[config.mk]
export PLATFORM = sky130hd
export DESIGN_NAME = fifo_mux_out_flat
export DESIGN_NICKNAME = d
export VERILOG_FILES = /design/src/rtl/fifo_mux_out_if.sv /design/src/rtl/fifo_mux_out.sv /design/src/flat_wrapper.sv
export SDC_FILE = /design/constraint.sdc
export NUM_CORES = 1
export LEC_CHECK = 0
export CELL_PAD_IN_SITES_DETAIL_PLACEMENT = 1
export CELL_PAD_IN_SITES_GLOBAL_PLACEMENT = 1
export CORE_ASPECT_RATIO = 1.4
export CORE_MARGIN = 5
export CORE_UTILIZATION = 36
export CTS_CLUSTER_SIZE = 16
export DETAILED_ROUTE_END_ITERATION = 8
export GPL_ROUTABILITY_DRIVEN = 0
export PLACE_DENSITY = 0.8
export SLEW_MARGIN = 20
export SYNTH_ARGS = -nofsm -noshare
export SYNTH_HDL_FRONTEND = slang
export SYNTH_SLANG_ARGS = --single-unit
[constraint.sdc]
create_clock -name clk -period 2 [get_ports clk]
set_clock_uncertainty 0.05 [all_clocks]
set_input_delay 0.2 -clock clk [delete_from_list [all_inputs] [get_ports clk]]
set_output_delay 0.2 -clock clk [all_outputs]
set_load 0.05 [all_outputs]
[src/rtl/fifo_mux_out_if.sv]
// fifo_mux_out_if: push/pop/status bundle for fifo_mux_out; the err signal exists only with FIFO_ERR_EN.
interface fifo_mux_out_if #(
    parameter int DATA_W = 2,
    parameter int DEPTH  = 4
);
    logic [DATA_W-1:0]        data_in;
    logic                     valid_in;
    logic                     pop;
    logic [DATA_W-1:0]        data_out;
    logic                     valid_out;
    logic                     full;
    logic                     empty;
    logic                     almost_full;
    logic                     almost_empty;
    logic [$clog2(DEPTH):0]   count;
`ifdef FIFO_ERR_EN
    logic                     err;
    modport master (output data_in, valid_in, pop,
                    input  data_out, valid_out, full, empty, almost_full, almost_empty, count, err);
    modport slave  (input  data_in, valid_in, pop,
                    output data_out, valid_out, full, empty, almost_full, almost_empty, count, err);
`else
    modport master (output data_in, valid_in, pop,
                    input  data_out, valid_out, full, empty, almost_full, almost_empty, count);
    modport slave  (input  data_in, valid_in, pop,
                    output data_out, valid_out, full, empty, almost_full, almost_empty, count);
`endif
endinterface

[src/rtl/fifo_mux_out.sv]
// fifo_mux_out: FIFO behind a 2:1 mux with registered one-cycle read; sticky err flag when FIFO_ERR_EN is defined.
module fifo_mux_out #(
    parameter int DATA_W = 2,
    parameter int DEPTH  = 4,
    parameter int AF_THR = 3,
    parameter int AE_THR = 1
) (
    input logic           clk,
    input logic           reset,
    fifo_mux_out_if.slave bus
);
    localparam int AW = $clog2(DEPTH);
    localparam int CW = AW + 1;

    logic [DATA_W-1:0] mem [DEPTH];
    logic [AW-1:0]     wr_ptr_q, wr_ptr_d, rd_ptr_q, rd_ptr_d;
    logic [CW-1:0]     count_q, count_d;
    logic [DATA_W-1:0] data_out_q, data_out_d;
    logic              valid_out_q, valid_out_d;
    logic              full, empty, push_ok, pop_ok;

    // Accept decisions and next-state; a pop frees the slot a simultaneous push needs when full.
    always_comb begin
        full        = count_q == CW'(DEPTH);
        empty       = count_q == '0;
        pop_ok      = bus.pop && !empty;
        push_ok     = bus.valid_in && (!full || pop_ok);
        wr_ptr_d    = push_ok ? wr_ptr_q + 1'b1 : wr_ptr_q;
        rd_ptr_d    = pop_ok ? rd_ptr_q + 1'b1 : rd_ptr_q;
        count_d     = count_q + CW'(push_ok) - CW'(pop_ok);
        valid_out_d = pop_ok;
        data_out_d  = pop_ok ? mem[rd_ptr_q] : data_out_q;
    end

    // Storage has no reset; stale words are unreachable once the pointers clear.
    always_ff @(posedge clk) begin
        if (push_ok && !reset) mem[wr_ptr_q] <= bus.data_in;
    end

    // Pointers, occupancy and the registered read port.
    always_ff @(posedge clk or posedge reset) begin
        if (reset) begin
            wr_ptr_q    <= '0;
            rd_ptr_q    <= '0;
            count_q     <= '0;
            data_out_q  <= '0;
            valid_out_q <= 1'b0;
        end else begin
            wr_ptr_q    <= wr_ptr_d;
            rd_ptr_q    <= rd_ptr_d;
            count_q     <= count_d;
            data_out_q  <= data_out_d;
            valid_out_q <= valid_out_d;
        end
    end

    assign bus.data_out     = data_out_q;
    assign bus.valid_out    = valid_out_q;
    assign bus.count        = count_q;
    assign bus.full         = full;
    assign bus.empty        = empty;
    assign bus.almost_full  = count_q >= CW'(AF_THR);
    assign bus.almost_empty = count_q <= CW'(AE_THR);

`ifdef FIFO_ERR_EN
    logic err_q, err_d;

    // Sticky flag: overflow is a push into a full FIFO with no pop, underflow a pop from empty.
    always_comb begin
        err_d = err_q | (bus.valid_in & full & ~bus.pop) | (bus.pop & empty);
    end

    // Err holds until reset.
    always_ff @(posedge clk or posedge reset) begin
        if (reset) err_q <= 1'b0;
        else       err_q <= err_d;
    end

    assign bus.err = err_q;
`endif
endmodule

[src/flat_wrapper.sv]
// flat-port wrapper written by rule: the top's interface ports become plain ports
module fifo_mux_out_flat 
#(
    parameter int DATA_W = 2,
    parameter int DEPTH  = 4,
    parameter int AF_THR = 3,
    parameter int AE_THR = 1
)
  (clk, reset, bus_data_in, bus_valid_in, bus_pop, bus_data_out, bus_valid_out, bus_full, bus_empty, bus_almost_full, bus_almost_empty, bus_count);
  fifo_mux_out_if #(.DATA_W(DATA_W), .DEPTH(DEPTH)) bus_i ();
  input logic clk;
  input logic reset;
  input wire logic [$bits(bus_i.data_in)-1:0] bus_data_in;
  input wire logic [$bits(bus_i.valid_in)-1:0] bus_valid_in;
  input wire logic [$bits(bus_i.pop)-1:0] bus_pop;
  output wire logic [$bits(bus_i.data_out)-1:0] bus_data_out;
  output wire logic [$bits(bus_i.valid_out)-1:0] bus_valid_out;
  output wire logic [$bits(bus_i.full)-1:0] bus_full;
  output wire logic [$bits(bus_i.empty)-1:0] bus_empty;
  output wire logic [$bits(bus_i.almost_full)-1:0] bus_almost_full;
  output wire logic [$bits(bus_i.almost_empty)-1:0] bus_almost_empty;
  output wire logic [$bits(bus_i.count)-1:0] bus_count;
  assign bus_i.data_in = bus_data_in;
  assign bus_i.valid_in = bus_valid_in;
  assign bus_i.pop = bus_pop;
  assign bus_data_out = bus_i.data_out;
  assign bus_valid_out = bus_i.valid_out;
  assign bus_full = bus_i.full;
  assign bus_empty = bus_i.empty;
  assign bus_almost_full = bus_i.almost_full;
  assign bus_almost_empty = bus_i.almost_empty;
  assign bus_count = bus_i.count;
  fifo_mux_out #(.DATA_W(DATA_W), .DEPTH(DEPTH), .AF_THR(AF_THR), .AE_THR(AE_THR)) u_core (.clk(clk), .reset(reset), .bus(bus_i));
endmodule
# Yosys cells after proc, flatten, opt, wreduce, memory -nomap -nowiden
# Memories as Yosys holds them, arrays and structs flattened. A register that Yosys moved wholly into a read port is not among the register bits.
# Cells that the tools add are included.
# totals
reg_bits	8
inputBits	6
out_inout_bits	10
mem_bits_rw	8
memories	1
word_cells	22
# classes
reduce_logical	8
magnitude_cmp	2
n_mux	2
n_eq_ne	1
addsub	4
# mem_list
memory	depth	width	read_ports	rd_clocked_by_memory_dff	wr	line	source
u_core.mem	4	2	1	1	1	fifo_mux_out.sv:15	logic [DATA_W-1:0] mem [DEPTH];
# ops
op	count
2-bit by 1-bit adder with 2-bit output, second input constant	2
3-bit by 1-bit adder with 3-bit output	1
3-bit equality test, second input constant	1
3-bit by 2-bit >= comparator with 1-bit output, second input constant	1
3-bit by 1-bit less-or-equal comparator with 1-bit output, second input constant	1
1-bit logical AND	3
1-bit zero test	3
3-bit zero test	1
3-bit by 1-bit subtractor with 3-bit output	1
1-bit 2-to-1 mux	2
1-bit logical OR	1

# Logic depth before layout (Yosys ltp)
# Gate-level depths: netlist (run 1).
# depth
ltp_word	8
mapped_depth	7
depth_no_buf	7

# Worst setup path before layout (run 1)
# OpenSTA, ideal clock, no wires.
# synth_path
path_kind	register to register
startpoint	register u_core.count_q[2], in the netlist u_core.bus.count[2]
endpoint	register u_core.count_q[2], in the netlist u_core.bus.count[2]
t_required_ns	1.827
path_buffers	0
stages_incl_launch_ff	7
t_arrival_ns	2.503
setup_slack_ns	-0.675
path_cell_list	dfrtp_1 > nor3b_2 > a21o_4 > inv_1 > ha_1 > fa_1 > xnor2_1
# synth_rtl
item	line	source
from (decl)	fifo_mux_out.sv:17	logic [CW-1:0] count_q, count_d;
from (signal assigned)	fifo_mux_out.sv:51	count_q <= count_d;
3-bit equality test	fifo_mux_out.sv:24	full = count_q == CW'(DEPTH);
net bus_full	flat_wrapper.sv:18	output wire logic [$bits(bus_i.full)-1:0] bus_full;
1-bit zero test	fifo_mux_out.sv:27	push_ok = bus.valid_in && (!full || pop_ok);
1-bit logical OR	fifo_mux_out.sv:27	
1-bit logical AND	fifo_mux_out.sv:27	
3-bit by 1-bit adder with 3-bit output	fifo_mux_out.sv:30	count_d = count_q + CW'(push_ok) - CW'(pop_ok);
3-bit by 1-bit subtractor with 3-bit output	fifo_mux_out.sv:30	
net u_core.count_d[2]	fifo_mux_out.sv:17	
# The timed path passes the listed nets, and every way through them passes these cells.
# A chain may end at the register's enable or synchronous reset.

# Worst setup path in the final report (run 1)
# layout_path
startpoint	register u_core.count_q[0], in the netlist u_core.bus.count[0]
endpoint	output port bus_count[0]
# layout_rtl
item	line	source
to (decl)	flat_wrapper.sv:22	output wire logic [$bits(bus_i.count)-1:0] bus_count;
# No word-level cell between the ends.

==> flow_metrics.py, run 1 <==
metrics = {
    "global_routing": {
        "grt_pass1_wl_um": 2787,
        "grt.total_usage_pct": 11.07,
        "grt_pass1_vias": 631,
        "grt_max_degree": 11,
        "antenna_found_initial": 0,
        "gr-total-overflow": 0,
    },
    "power": {
        "power_density_nw_per_um2": 1727,
        "ir_worst_vdd_v": 0.001217,
        "p_leak_uw": 0.0005275,
    },
    "routing": {
        "vias": 555,
        "viasPerCell": 4.476,
        "wl_per_cell_um": 12.77,
        "drt_iter0_markers": 9,
        "drt_first_pass_iters": 4,
        "wl_um": 1584,
        "drc": 0,
        "postRouteAntennaNets": 0,
    },
    "yosys": {
        "yosysSeqAreaShare_pct": 54.83,
        "synth_cell_types": 18,
        "ys.flop_type": "dfrtp_1",
        "synth_top_cell_area_share_pct": 27.97,
        "synthTopCellsByArea": "dfrtp_1 28%, edfxtp_1 27%, ha_1 13%, mux4_2 5.0%, inv_1 4.6%",
        "ys_warn_count": 0,
        "synth-async-reset-ratio_pct": 55.56,
        "synth_edf_count": 8,
        "avgSynthCellArea_um2": 13.35,
        "synth_fp_nets": 83,
        "syn_area_um2": 894.6,
        "synthCells": 67,
        "synth_largest_area_cell": "dfrtp_1",
        "yosysMostFrequentCell": "inv_1",
        "synth_common_cells": "11 x inv_1, 10 x dfrtp_1, 9 x ha_1, 9 x nand2_1, 8 x edfxtp_1",
        "ys_ff_latch": 18,
    },
    "timing": {
        "finalCritPeriodShare_pct": 95.91,
        "fmaxAchievable_mhz": 521.3,
        "grt_setup_unrepaired": "false",
        "relSlewSlack_pct": 65.45,
        "period_needed_ns": 1.918,
        "tightest_slew_ns": 0.5174,
        "maxSlewViolCount": 0,
        "hold_violations": 0,
        "setup_viol": 0,
    },
    "cts": {
        "clk-insertion-delay-late_ns": 0.29,
        "numCtsBuffers": 3,
        "cts_sinks": 18,
        "cts.clk_slew.worst_paths_ns": 0.10,
        "clock_path_buffers": 2,
        "holdBufCountCts": 0,
        "cts-root-buf": "clkbuf_4",
        "htree_levels": 1,
        "cts_tree": "built",
        "cts_resized": 0,
        "post_cts_buffers": 0,
    },
    "final_layout": {
        "fin_area_um2": 1209,
        "drive_gt1_share_pct": 30.00,
        "num-fill-cells": 251,
        "nets": 107,
        "num_antenna_cells": 0,
        "final_cell_count_no_fill": 124,
        "area_delta_synth_final_pct": 35.10,
    },
    "outcome": {
        "status": "complete, no violations",
    },
    "floorplanning": {
        "die_y_um": 68.98,
        "die_w_um": 52.13,
        "start_util_pct": 37.41,
        "core_um2": 2391,
        "io_pins": 16,
        "num_rows": 21,
        "die_area_um2": 3596,
    },
    "critical_path": {
        "crit_path_end_kind": "primary output",
        "critPathArrivalTime_ns": 1.67,
        "cp-start-kind": "flip-flop",
        "criticalPathCategory": "flip-flop to primary output",
        "path_max_fanout": 7,
        "required_ns": 1.75,
    },
    "placement": {
        "io_buffers": 15,
        "dp.cells": 120,
        "dp_hpwl_um": 1307,
        "dpl_cell_area_um2": 1157,
    },
    "job": {
        "cap_violations": 0,
    },
    "hold_path": {
        "worstHoldPathType": "input port to asynchronous set/reset pin",
    },
}
metal layers:
metal  global-route usage (%)  routed length, um  part of all wire (%)
met5                        0                  0                     0
met1                    10.95                622                    39
met3                    2.581                 49                   3.1
met2                    20.60                873                    55
met4                    6.709                 39                   2.5
cell type report:
cell class                 instances  area (um^2)  area share [%]
sequential                        18        494.2           40.89
timing repair buffer              19        197.7           16.36
clock buffer                       4        36.28           3.002
tap                               34        42.54           3.520
multi-input combinational         37        389.1           32.19
inverter                          12        48.80           4.037
final timing paths:
path / start / endpoint / slack (ns) / cells past startpoint
max: u_core.bus.count[0]$_DFF_PP0_ / bus_count[0] / 0.08 / 2
min: reset / u_core.wr_ptr_q[1]$_DFFE_PP0N_ / 0.17 / 2
max reg2reg: u_core.bus.count[1]$_DFF_PP0_ / u_core.bus.count[1]$_DFF_PP0_ / 0.13 / 6
min reg2reg: u_core.bus.data_out[0]$_DFFE_PP0P_ / u_core.bus.data_out[0]$_DFFE_PP0P_ / 0.44 / 2
max in group asynchronous: reset / u_core.bus.count[1]$_DFF_PP0_ / 1.43 / 2
min in group clk: u_core.bus.data_out[0]$_DFFE_PP0P_ / u_core.bus.data_out[0]$_DFFE_PP0P_ / 0.44 / 2
cell usage in the layout (no fill, tap or decap), drive strengths merged, types with 2 or more instances in the layout:
master / synthesis / layout
inv: 12 / 11
clkdlybuf4s50: 0 / 10
dfrtp: 10 / 10
nand2: 9 / 9
ha: 9 / 9
edfxtp: 8 / 8
buf: 0 / 8
xnor2: 4 / 4
and2: 4 / 4
clkbuf: 0 / 4
mux4: 2 / 2
registers in the layout, summed over array words and instances (netlist names):
signal                cells
u_core.mem                8
u_core.bus.valid_out      1
u_core.bus.count          3
u_core.bus.data_out       2
u_core.rd_ptr_q           2
u_core.wr_ptr_q           2
cells by family (layout without fill, tap and decap cells):
logic type                 Yosys count  after routing  synth area share (%)
adders and majority gates           10             10                 14.83
buffers and inverters               12             35                 5.035
DFF                                 18             18                 54.83
xor gates and xnor gates             4              4                 3.916
AOI/OAI and AO/OA                    5              5                 6.152
and+or+nand+nor                     15             15                 8.530
muxes                                3              3                 6.712
metrics by stage:
step	worst slack (ns)	hold WS (ns)	utilization (%)	total power [uW]	setup TNS, ns
2_1_floorplan	-0.1887	-0.01002	-	1415	-0.3754
3_3_place_gp	0.1121	0.4075	48.40	1826	0
3_5_place_dp	0.06019	0.4140	48.40	1884	0
4_1_cts	0.06084	0.1870	49.92	2096	0
5_1_grt	0.01771	0.1760	50.55	2242	0
6_report	0.08176	0.1748	50.55	2087	0
report_power, final:
| part | internal, uW | switching, uW | total [uW] |
|---|---|---|---|
| clock | 111 | 108 | 219 |
| combinational | 530 | 709 | 1240 |
| sequential | 516 | 114 | 630 |
| total | 1160 | 931 | 2090 |
critical path, cell delays in order (launching register included):
cell	delay, ns
dfrtp_2	0.40
buf_4	0.16
clkdlybuf4s50_1	0.81
No activity file was read; power rests on OpenSTA's default activity.
==> inputs of run 2 (changes only) <==
Settings changed: ABC_AREA from default to 1, CORE_UTILIZATION 36 to 35, PLACE_DENSITY 0.8 to 0.81.
==> flow_metrics.py, run 2 <==
metrics = {
    "timing": {
        "grt_setup_unrepaired": "false",
        "relSlewSlack_pct": 66.07,
        "hold_violations": 0,
        "fmaxAchievable_mhz": 533.3,
        "setup_ws_ns": 0.1250,
        "setup_viol": 0,
        "tightest_slew_ns": 0.5074,
        "period_needed_ns": 1.875,
        "fin_setup_tns_ns": 0,
        "maxSlewViolCount": 0,
        "finalCritPeriodShare_pct": 93.75,
    },
    "outcome": {
        "status": "complete, no violations",
    },
    "global_routing": {
        "grt_pass1_wl_um": 3525,
        "gr-max-usage-layer": "met2",
        "grtUsageMet3_pct": 1.437,
        "grt.total_usage_pct": 12.40,
        "grt_use_met2_pct": 21.70,
        "gr-total-overflow": 0,
        "antenna_found_initial": 0,
        "grt_use_met1_pct": 14.03,
        "grt_pass1_vias": 790,
        "grt_max_degree": 11,
    },
    "cts": {
        "holdBufCountCts": 0,
        "htree_levels": 1,
        "cts_sinks": 18,
        "cts-root-buf": "clkbuf_4",
        "numCtsBuffers": 3,
        "cts_tree": "built",
        "post_cts_buffers": 0,
        "cts.clk_slew.worst_paths_ns": 0.11,
        "clock_path_buffers": 2,
        "cts_resized": 0,
        "clk-insertion-delay-late_ns": 0.29,
    },
    "yosys": {
        "synth_cell_types": 18,
        "synth_edf_count": 8,
        "synth_top_cell_area_share_pct": 25.94,
        "ys_ff_latch": 18,
        "syn_area_um2": 964.7,
        "synth_top_family_by_area": "simple AND/OR/NAND/NOR gates",
        "synth_compound_area_share_pct": 3.761,
        "ys.flop_type": "dfrtp_1",
        "synth-simple-area-share_pct": 19.58,
        "synth_common_cells": "28 x nand2_1, 23 x inv_1, 10 x dfrtp_1",
        "synthTopCellsByArea": "dfrtp_1 26%, edfxtp_1 25%, ha_1 12%, nand2_1 11%, inv_1 8.9%",
        "synth-adder-area-share_pct": 13.75,
        "avgSynthCellArea_um2": 9.187,
        "synth_xor_area_share_pct": 1.816,
        "yosysSeqAreaShare_pct": 50.84,
        "synthCells": 105,
        "synth_fp_nets": 121,
        "synth-async-reset-ratio_pct": 55.56,
        "yosysMostFrequentCell": "nand2_1",
        "synth_largest_area_cell": "dfrtp_1",
        "synth.area.mux_share_pct": 0,
        "ys_warn_count": 0,
    },
    "floorplanning": {
        "die_w_um": 54.37,
        "start_util_pct": 36.51,
        "die_y_um": 72.12,
        "die_area_um2": 3921,
        "core_um2": 2643,
        "io_pins": 16,
        "num_rows": 22,
    },
    "placement": {
        "dp.cells": 157,
        "dp_hpwl_um": 1734,
        "io_buffers": 15,
        "dp_slack_ns": -0.003222,
    },
    "routing": {
        "vias": 692,
        "drc": 0,
        "viasPerCell": 4.298,
        "drt_first_pass_iters": 4,
        "drt_iter0_markers": 9,
        "wl_per_cell_um": 12.51,
        "wl_um": 2014,
        "postRouteAntennaNets": 0,
    },
    "critical_path": {
        "required_ns": 2.12,
        "crit_path_end_kind": "flip-flop",
        "path_max_fanout": 7,
        "cp-start-kind": "flip-flop",
        "critPathArrivalTime_ns": 2.00,
        "criticalPathCategory": "flip-flop to flip-flop",
    },
    "hold_path": {
        "worstHoldPathType": "input port to asynchronous set/reset pin",
    },
    "final_layout": {
        "largest_reg_flops": 8,
        "final_cell_count_no_fill": 161,
        "final_cell_mix": "28 x nand2_1, 23 x inv_1, 11 x clkdlybuf4s50_1",
        "nets": 142,
        "top_register": "u_core.mem",
        "drive_gt1_share_pct": 14.40,
        "final_common_cell": "nand2_1",
        "area_delta_synth_final_pct": 26.46,
        "num_antenna_cells": 0,
        "num-fill-cells": 330,
    },
    "power": {
        "p_leak_uw": 0.0005992,
        "ir_worst_vdd_v": 0.0007633,
        "power_density_nw_per_um2": 1673,
    },
    "job": {
        "cap_violations": 0,
    },
}
-- run 2: cell types whose count changed after synthesis, moves of 2 or more --
cell and delta:
and2_1 -4, inv_1 +12, mux4_2 -2, nand2_1 +19, nand3_1 +7, nor2_1 +6, o21ai_1 +2, xnor2_1 -3
-- run 2: cell families after synthesis --
group	after synthesis
AOI/OAI and AO/OA	5
and+or+nand+nor	44
DFF	18
adders and majority gates	10
buffers and inverters	26
xor gates and xnor gates	2
-- run 2: critical path: stages, from the launching register on --
cell and delay, ns:
dfrtp_2 0.48, nor2_4 0.17, a21oi_4 0.07, ha_1 0.27
inv_1 0.04, ha_1 0.18, fa_1 0.38, xnor2_1 0.13
-- run 2: layer usage --
| layer | wire length [um] | vias up |
|---|---|---|
| met3 | 24 | 2 |
| li1 | - | 356 |
| met1 | 815 | 327 |
| met2 | 1134 | 7 |
| met5 | 0 | - |
| met4 | 39 | 0 |
-- run 2: metrics by stage --
step           hold WS, ns  util, %  cell area (um^2)  total power, uW
6_report            0.1733    46.16              1220             2040
5_1_grt             0.2250    46.16              1220             2214
3_5_place_dp        0.4324    45.17              1194             1890
2_1_floorplan    -0.001710        -             973.4             1440
4_1_cts             0.1873    46.16              1220             2078
3_3_place_gp        0.4128    45.17              1194             1827
-- run 2: final timing paths --
check / cells past startpoint / slack [ns] / to / startpoint
max reg2reg: 7 / 0.13 / u_core.bus.count[2]$_DFF_PP0_ / u_core.bus.count[1]$_DFF_PP0_
min reg2reg: 2 / 0.45 / u_core.bus.data_out[0]$_DFFE_PP0P_ / u_core.bus.data_out[0]$_DFFE_PP0P_
max: 7 / 0.13 / u_core.bus.count[2]$_DFF_PP0_ / u_core.bus.count[1]$_DFF_PP0_
max in group asynchronous: 3 / 1.55 / u_core.bus.count[1]$_DFF_PP0_ / reset
min in group clk: 2 / 0.45 / u_core.bus.data_out[0]$_DFFE_PP0P_ / u_core.bus.data_out[0]$_DFFE_PP0P_
min: 3 / 0.17 / u_core.wr_ptr_q[1]$_DFFE_PP0N_ / reset
-- run 2: where the power goes --
part           switching (uW)  leakage, uW  internal, uW
combinational             757     0.000394           447
sequential                143     0.000190           509
clock                     111    0.0000154          72.5
total                    1010     0.000599          1030
-- run 2: final cells by class --
cell class	instances	area, um^2	area share, %
sequential	18	494.2	40.51
inverter	25	93.84	7.692
timing repair buffer	17	180.2	14.77
clock buffer	3	22.52	1.846
tap	36	45.04	3.692
multi-input combinational	61	380.4	31.18
clock inverter	1	3.754	0.3077
==> inputs of run 3 (changes only) <==
Settings changed: CORE_UTILIZATION 35 to 41, DONT_BUFFER_PORTS from default to 1, PLACE_DENSITY 0.81 to 0.8.
==> flow_metrics.py, run 3 (synthesis results as in run 2) <==
metrics = {
    "cts": {
        "cts-root-buf": "clkbuf_4",
        "clock_path_buffers": 2,
        "cts_sinks": 18,
        "htree_levels": 1,
        "clk-insertion-delay-late_ns": 0.29,
        "numCtsBuffers": 3,
        "cts.clk_slew.worst_paths_ns": 0.10,
        "post_cts_buffers": 0,
        "cts_tree": "built",
    },
    "floorplanning": {
        "die_area_um2": 3437,
        "num_rows": 20,
        "die_y_um": 67.40,
        "core_um2": 2202,
        "start_util_pct": 43.81,
        "io_pins": 16,
        "die_w_um": 51.00,
    },
    "global_routing": {
        "antenna_found_initial": 0,
        "grt_pass1_wl_um": 3353,
        "grt_max_degree": 12,
        "gr-total-overflow": 0,
        "grt.total_usage_pct": 13.38,
        "grt_pass1_vias": 791,
    },
    "hold_path": {
        "worstHoldPathType": "input port to flip-flop",
        "min_path_cells": 3,
    },
    "final_layout": {
        "largest_reg_flops": 8,
        "final_common_cell": "nand2_1",
        "multi_input_area_um2": 385.4,
        "seq_area_um2": 494.2,
        "num-fill-cells": 265,
        "num_antenna_cells": 0,
        "final_cell_mix": "27 x nand2_1, 23 x inv_1, 9 x ha_1",
        "fin_util_pct": 51.65,
        "area_delta_synth_final_pct": 17.90,
        "nets": 136,
        "top_register": "u_core.mem",
        "drive_gt1_share_pct": 18.49,
    },
    "routing": {
        "wl_um": 2045,
        "vias": 688,
        "wl_per_cell_um": 14.50,
        "postRouteAntennaNets": 0,
        "drt_iter0_markers": 7,
        "drc": 0,
        "drt_first_pass_iters": 3,
        "viasPerCell": 4.879,
    },
    "timing": {
        "setup_viol": 0,
        "fin_setup_tns_ns": 0,
        "fmaxAchievable_mhz": 518.2,
        "hold_violations": 0,
        "relSlewSlack_pct": 67.88,
        "finalCritPeriodShare_pct": 96.48,
        "grt_setup_unrepaired": "true",
        "maxSlewViolCount": 0,
        "tightest_slew_ns": 0.4818,
        "period_needed_ns": 1.930,
    },
    "critical_path": {
        "crit_path_end_kind": "primary output",
        "ff2ff_setup_slack_ns": 0.12,
        "cp_slowest_cell": "dfrtp_2",
        "path_max_fanout": 5,
        "r2r_cells": 7,
        "cp_slowest_stage_delay_ns": 0.42,
        "cp-start-kind": "flip-flop",
        "crit_chain": "buf_6 > inv_1 > ha_1 > o21ai_1 > nand2_2",
        "critPathArrivalTime_ns": 1.68,
        "criticalPathCategory": "flip-flop to primary output",
        "required_ns": 1.75,
    },
    "job": {
        "cap_violations": 0,
    },
    "power": {
        "ir_worst_vdd_v": 0.0008872,
        "power_density_nw_per_um2": 1718,
        "p_leak_uw": 0.0005765,
    },
    "placement": {
        "io_buffers": 0,
        "dp_hpwl_um": 1638,
    },
    "outcome": {
        "status": "complete, no violations",
    },
}
run 3: cell type report:
type | count | share of cell area [%]
tap | 22 | 2.420
timing repair buffer | 11 | 8.801
multi-input combinational | 61 | 33.88
clock buffer | 4 | 3.190
inverter | 25 | 8.251
sequential | 18 | 43.45
run 3: critical path: cells and delay by family, from the launching register on:
kind | cells | cell delay (ns)
compound gates | 1 | 0.20
fa+ha+maj | 1 | 0.22
buf+inv | 2 | 0.31
flops | 1 | 0.42
simple gates | 1 | 0.23
run 3: stage by stage:
stage / hold slack (ns) / total power (uW) / instance area, um^2 / instances / setup slack, ns
after global routing: 0.06462 / 2117 / 1137 / 141 / -0.03749
after CTS: 0.03954 / 1964 / 1131 / 141 / 0.009576
after global placement: 0.03002 / 1644 / 1049 / 133 / 0.2047
final: 0.07561 / 1954 / 1137 / 141 / 0.07037
after floorplan: -0.001710 / 1440 / 973.4 / 105 / 0.05754
after detailed placement: 0.03662 / 1714 / 1049 / 133 / 0.1065
run 3: path summary, 6_finish.rpt:
check,start,end
max in group asynchronous,reset,u_core.bus.count[1]$_DFF_PP0_
worst min-delay path,bus_valid_in,u_core.wr_ptr_q[0]$_DFFE_PP0N_
worst min register to register,u_core.wr_ptr_q[0]$_DFFE_PP0N_,u_core.wr_ptr_q[0]$_DFFE_PP0N_
worst max-delay path,u_core.bus.count[2]$_DFF_PP0_,bus_almost_full
worst max register to register,u_core.bus.count[1]$_DFF_PP0_,u_core.bus.count[2]$_DFF_PP0_
min in group asynchronous,reset,u_core.wr_ptr_q[1]$_DFFE_PP0N_
run 3: per-layer routing:
layer	part of all wire [%]	GRT usage, %	vias to the layer above
met2	61	26.71	11
met4	1.8	7.987	0
li1	-	-	345
met5	0	0	-
met3	3.1	2.870	4
met1	35	11.53	328
run 3: report_power, final:
part | total, uW | internal, uW | leakage (uW) | switching [uW]
clock network | 218 | 111 | 0.0000210 | 107
logic | 1020 | 325 | 0.000366 | 692
registers | 720 | 508 | 0.000190 | 212
total | 1950 | 943 | 0.000577 | 1010
run 3: timing repair:
item | 4_1_cts | 5_1_grt
setup endpoints to repair | 1 | 3
hold buffers | 4 | 0
pin swaps | 1 | 2
endpoints found under the hold margin | 20 | 0
gates resized for setup | 3 | 2
